**src/rtl/freq_analysis.sv**
```systemverilog
// freq_analysis: finds the largest-magnitude bin of a 16-bin FFT frame.
// A frame is scanned one bin per cycle. A single pending frame can be
// buffered while a scan is in progress.
//
// Ports:
//   CLK             rising-edge clock
//   RST             asynchronous, active-high reset
//   fft_valid       one-cycle strobe; fft_d0..fft_d15 hold a frame
//   fft_d0..fft_d15 bin k = {real[31:16], imag[15:0]}, signed Q8.8
//   done            one-cycle pulse; freq holds a new result
//   freq            index of the largest-magnitude bin (lowest index on ties)
//   ovf             one-cycle pulse; the buffered frame was overwritten
module freq_analysis (
    input  logic        CLK,
    input  logic        RST,
    input  logic        fft_valid,
    input  logic [31:0] fft_d0,
    input  logic [31:0] fft_d1,
    input  logic [31:0] fft_d2,
    input  logic [31:0] fft_d3,
    input  logic [31:0] fft_d4,
    input  logic [31:0] fft_d5,
    input  logic [31:0] fft_d6,
    input  logic [31:0] fft_d7,
    input  logic [31:0] fft_d8,
    input  logic [31:0] fft_d9,
    input  logic [31:0] fft_d10,
    input  logic [31:0] fft_d11,
    input  logic [31:0] fft_d12,
    input  logic [31:0] fft_d13,
    input  logic [31:0] fft_d14,
    input  logic [31:0] fft_d15,
    output logic        done,
    output logic [3:0]  freq,
    output logic        ovf
);
    typedef enum logic [1:0] {IDLE, SCAN, DONE} state_t;

    state_t      state_q, state_d;
    logic [3:0]  idx_q, idx_d;
    logic [3:0]  best_q, best_d;
    logic [3:0]  freq_q, freq_d;
    logic [31:0] max_q, max_d;
    logic        pend_q, pend_d;
    logic        done_q, done_d;
    logic        ovf_q, ovf_d;
    logic [31:0] work_q [16];
    logic [31:0] work_d [16];
    logic [31:0] pbank_q [16];
    logic [31:0] pbank_d [16];
    logic [31:0] frame [16];

    logic [31:0]        cur;
    logic signed [31:0] re_ext, im_ext, re_sq, im_sq;
    logic [31:0]        mag;
    logic               take;

    always_comb begin
        frame = '{fft_d0, fft_d1, fft_d2, fft_d3, fft_d4, fft_d5, fft_d6, fft_d7,
                  fft_d8, fft_d9, fft_d10, fft_d11, fft_d12, fft_d13, fft_d14, fft_d15};
    end

    // Squares of 16-bit signed values are at most 2^30, so the unsigned
    // sum is at most 2^31 and cannot wrap in 32 bits.
    always_comb begin
        cur    = work_q[idx_q];
        re_ext = {{16{cur[31]}}, cur[31:16]};
        im_ext = {{16{cur[15]}}, cur[15:0]};
        re_sq  = re_ext * re_ext;
        im_sq  = im_ext * im_ext;
        mag    = $unsigned(re_sq) + $unsigned(im_sq);
        take   = (idx_q == 4'd0) || (mag > max_q);
    end

    always_comb begin
        state_d = state_q;
        idx_d   = idx_q;
        best_d  = best_q;
        max_d   = max_q;
        freq_d  = freq_q;
        pend_d  = pend_q;
        done_d  = 1'b0;
        ovf_d   = 1'b0;
        work_d  = work_q;
        pbank_d = pbank_q;
        case (state_q)
            IDLE: begin
                if (fft_valid) begin
                    work_d  = frame;
                    idx_d   = 4'd0;
                    state_d = SCAN;
                end
            end
            SCAN: begin
                if (take) begin
                    max_d  = mag;
                    best_d = idx_q;
                end
                if (idx_q == 4'd15) begin
                    freq_d  = best_d;
                    done_d  = 1'b1;
                    state_d = DONE;
                end else begin
                    idx_d = idx_q + 4'd1;
                end
                if (fft_valid) begin
                    pbank_d = frame;
                    pend_d  = 1'b1;
                    ovf_d   = pend_q;
                end
            end
            DONE: begin
                idx_d = 4'd0;
                if (pend_q) begin
                    // Buffered frame moves to the working bank; a frame arriving
                    // on the same edge refills the buffer without an overflow.
                    work_d  = pbank_q;
                    state_d = SCAN;
                    if (fft_valid) begin
                        pbank_d = frame;
                    end else begin
                        pend_d = 1'b0;
                    end
                end else if (fft_valid) begin
                    work_d  = frame;
                    state_d = SCAN;
                end else begin
                    state_d = IDLE;
                end
            end
            default: state_d = IDLE;
        endcase
    end

    always_ff @(posedge CLK or posedge RST) begin
        if (RST) begin
            state_q <= IDLE;
            idx_q   <= '0;
            best_q  <= '0;
            max_q   <= '0;
            freq_q  <= '0;
            pend_q  <= 1'b0;
            done_q  <= 1'b0;
            ovf_q   <= 1'b0;
        end else begin
            state_q <= state_d;
            idx_q   <= idx_d;
            best_q  <= best_d;
            max_q   <= max_d;
            freq_q  <= freq_d;
            pend_q  <= pend_d;
            done_q  <= done_d;
            ovf_q   <= ovf_d;
        end
    end

    // Bank contents need no reset; they are always written before use.
    always_ff @(posedge CLK) begin
        work_q  <= work_d;
        pbank_q <= pbank_d;
    end

    assign done = done_q;
    assign freq = freq_q;
    assign ovf  = ovf_q;
endmodule

```
**config.mk**
```make
export PLATFORM = sky130hd
export DESIGN_NAME = freq_analysis
export DESIGN_NICKNAME = d
export VERILOG_FILES = /design/src/rtl/freq_analysis.sv
export SDC_FILE = /design/constraint.sdc
export NUM_CORES = 2
export LEC_CHECK = 0
export CORE_MARGIN = 2
export CORE_UTILIZATION = 46
export CTS_CLUSTER_SIZE = 30
export DETAILED_ROUTE_END_ITERATION = 8
export PLACE_DENSITY_LB_ADDON = 0.15
export RECOVER_POWER = 100
export SLEW_MARGIN = 40
export SYNTH_ARGS = -nofsm -noshare
export SYNTH_HDL_FRONTEND = slang
export SYNTH_SLANG_ARGS = --single-unit
export TNS_END_PERCENT = 100
```
**constraint.sdc**
```tcl
create_clock -name CLK -period 119.9 [get_ports CLK]
set_input_delay 11.99 -clock CLK [delete_from_list [all_inputs] [get_ports CLK]]
set_output_delay 11.99 -clock CLK [all_outputs]
set_load 0.03 [all_outputs]
```
==> summary.md <==
| Metric | Value |
|---|---|
| Area leader, netlist | `edfxtp_1` |
| Fin util | `0.540` |
| Distinct cells, synth | `62` |
| Crit. End Element | `flip-flop` |
| Post-CTS Setup Bufs | `0` |
| CTS Buffer Depth | `3` |
| CTS resizes | `0` |
| Worst-margin pin slew | `7070 ps` |
| Die area | `approximately 150000 um2` |
| Gpl congestion | `0.924` |
| # H-tree levels | `3` |
| Final setup margin | `86870 ps` |
| Area contributors post-synth | `edfxtp_1 47%, fa_1 16%, mux2i_1 8.4%, mux4_2 4.5%, a21oi_1 4.2%` |
| GR Util All Layers | `0.239` |
| FF+latch count, synth | `1073` |
| Crit path time final | `33030 ps` |
| Status | `finished, violations left` |
| RSZ-0062 raised after global routing | `false` |
| DRC viols | `0` |
| Clock skew | `104 ps` |
| Synth top area share | `0.471` |
| Site row count | `138` |
| Fin Setup TNS | `0 ps` |
| Async SR Flop Fraction | `0.0457` |
| Syn-to-layout area delta | `16.7%` |
| Met3 Resource Use GR | `0.0599` |
| Core area | `141000 um2` |
| Initial antenna violation count | `140` |
| Syn avg cell area | `12.7 um2` |
| Clock transition at path regs | `60 ps` |
| Final Hold Fails | `0` |
| Count of final max-slew check failures | `1753` |
| Post-CTS Hold Fix Bufs | `0` |
| I/O Pins | `521` |
| Via count | `41.1k` |
| Met1 global-route usage | `0.327` |
| Number of global-route vias before repair | `about 42k` |
| Largest fanout on the critical path | `96` |
| Drt total wl | `172000 um` |
| Drt wl/cell | `22.6 um` |
| Failing checks | `max-capacitance violations, max-slew violations` |
| Die span in y | `381 um` |
| Synth Cell Area | `~65000 um2` |
| TritonCTS clock tree | `yes` |
| First-pass GRT wire length | `approximately 260000 um` |
| Syn Nets | `6375` |
| Top_reg_cell synth | `edfxtp_1` |
| Top Usage Layer GRT | `met2` |
| HP Class | `flip-flop to flip-flop` |
| Die width | `381 um` |
| Initial cell density of the core | `0.463` |
| HPWL Detailed | `126000 um` |
| Sinks on the clock net | `1073` |
| FMAX | `a little over 0.03 GHz` |
| Synth Warn # | `0` |
| Critical Path AT | `33210 ps` |
| Clk root buf | `clkbuf_16` |
| Worst Setup Path Type | `primary input to flip-flop` |
| Met2 Track Usage GR | `0.367` |
| Inserted Clock Buffers | `between 100 and 150` |
| EDFF count, synth | `between 1k and 1.5k` |
| Via density per instance | `5.38` |
| Max-cap viol count | `30` |
| Worst hold slack | `458 ps` |
| Final period utilization | `0.275` |
| # port buffers | `520` |
| Max-slew headroom | `-3.72` |
| GRT overflow | `0` |
| NumNets Final | `6824` |
| Pin count of the biggest net entering global routing | `208` |
| Worst-Skew Late Latency | `approximately 780 ps` |
| Place WS | `between 100000 and 150000 ps` |
| Final setup viols | `0` |
| CP startpoint kind | `primary input` |
| Worst EP required | `120080 ps` |
| Cells after Synth | `a little over 5k` |
| Initial drt markers | `3201` |
| Router iterations before antenna repair | `5` |
| Register area share after synthesis | `0.489` |
| Layout cells sized above 1 | `0.0704` |
| Post-DRT Antenna Nets | `0` |
[kinds of logic after synthesis]
| family | share of synthesized area |
|---|---|
| buffers and inverters | 0.0572 |
| AND/OR/NAND/NOR | 0.0576 |
| AO/OA/AOI/OAI | 0.0551 |
| flip-flops | 0.489 |
| adder cells (fa/ha/maj) | 0.195 |
| XOR/XNOR | 0.00751 |
| multiplexers | 0.138 |
[per-layer routing]
layer | wire [um] | up-vias
met2 | 79300 | 1272
li1 | - | 18700
met3 | 13300 | 374
met1 | 72900 | 20700
met5 | 435 | -
met4 | 6380 | 68
[Yosys cell counts, types with 4 or more instances]
cell type / number
clkbuf_1: 183
a211oi_1: 4
nand2_1: 190
ha_1: 184
nor3b_1: 6
xnor2_1: 44
edfxtp_1: 1024
mux2i_1: 546
clkinv_1: 10
inv_1: 712
a211o_1: 5
nand3_1: 17
nor3_1: 10
fa_1: 521
buf_1: 25
nor2_1: 666
mux2_2: 55
mux4_2: 131
xor2_1: 12
dfrtp_1: 49
a21o_1: 12
o2111ai_1: 4
o21ai_1: 8
or2_2: 9
o21ai_0: 35
nor2b_1: 4
buf_2: 36
nand2b_1: 9
and2_1: 10
and3_1: 4
o21a_1: 15
o31ai_1: 5
o21ai_2: 6
a21oi_1: 551
nand4_1: 4
[per-stage QoR]
step                instance area (um2)  std cells
global placement                  72400       7363
CTS                               76400       7587
finish                            76200       7640
detailed placement                72700       7372
global route                      76200       7617
floorplan                         65300       5155
[flip-flops by register name, indices dropped and copies added (netlist names)]
name and count:
best_q 4, done 1, freq 4, idx_q 4
max_q 32, ovf 1, pbank_q 512, pend_q 1
state_q 2, work_q 512
[path summary, 6_finish.rpt]
kind	startpoint	endpoint	slack [ps]	cells after the start
max in group asynchronous	RST	idx_q[3]	104510	3
max	fft_valid	pbank_q[110]	86870	7
min in group asynchronous	RST	pend_q	13020	3
min	freq[3]	freq[3]	460	2
min reg2reg	freq[3]	freq[3]	460	2
max reg2reg	state_q[0]	pbank_q[110]	96510	8
[layout by cell type, fill, tap and decap left out, drive strengths merged, types with 4 or more instances in the layout]
| master | n |
|---|---|
| a211o | 5 |
| nor3b | 6 |
| ha | 184 |
| nor2 | 666 |
| edfxtp | 1024 |
| fa | 521 |
| nand4 | 4 |
| diode | 50 |
| nor3 | 10 |
| and2 | 10 |
| nand2b | 9 |
| clkbuf | 175 |
| and3 | 4 |
| clkinv | 69 |
| buf | 32 |
| a21oi | 551 |
| xor2 | 12 |
| a211oi | 4 |
| bufinv | 6 |
| inv | 715 |
| or2 | 9 |
| nand3 | 17 |
| o2111ai | 4 |
| o31ai | 5 |
| nand2 | 190 |
| a21o | 12 |
| mux2 | 55 |
| o21ai | 49 |
| o21a | 15 |
| dfrtp | 49 |
| xnor2 | 44 |
| mux2i | 546 |
| mux4 | 131 |
| dlygate4sd3 | 519 |
| nor2b | 4 |
[critical path, stage by stage]
cell and delay, ps:
clkbuf_1 2910, a21boi_0 400, clkbuf_1 3190, clkbuf_1 4020
clkbuf_1 3120, clkbuf_1 4100, clkbuf_1 3090
[layout make-up]
cell class	instances	area, um2
fillers	12200	65000
multi-input cells	3108	29600
well taps	1890	2360
inverters	724	2720
repair buffers	580	5700
flip-flops and latches	1073	32000
clock buffers	146	3060
diodes	50	125
clock inverters	69	622
Power is not shown: default switching activity piles up to over one toggle a cycle in this logic, so the estimate is an artifact.
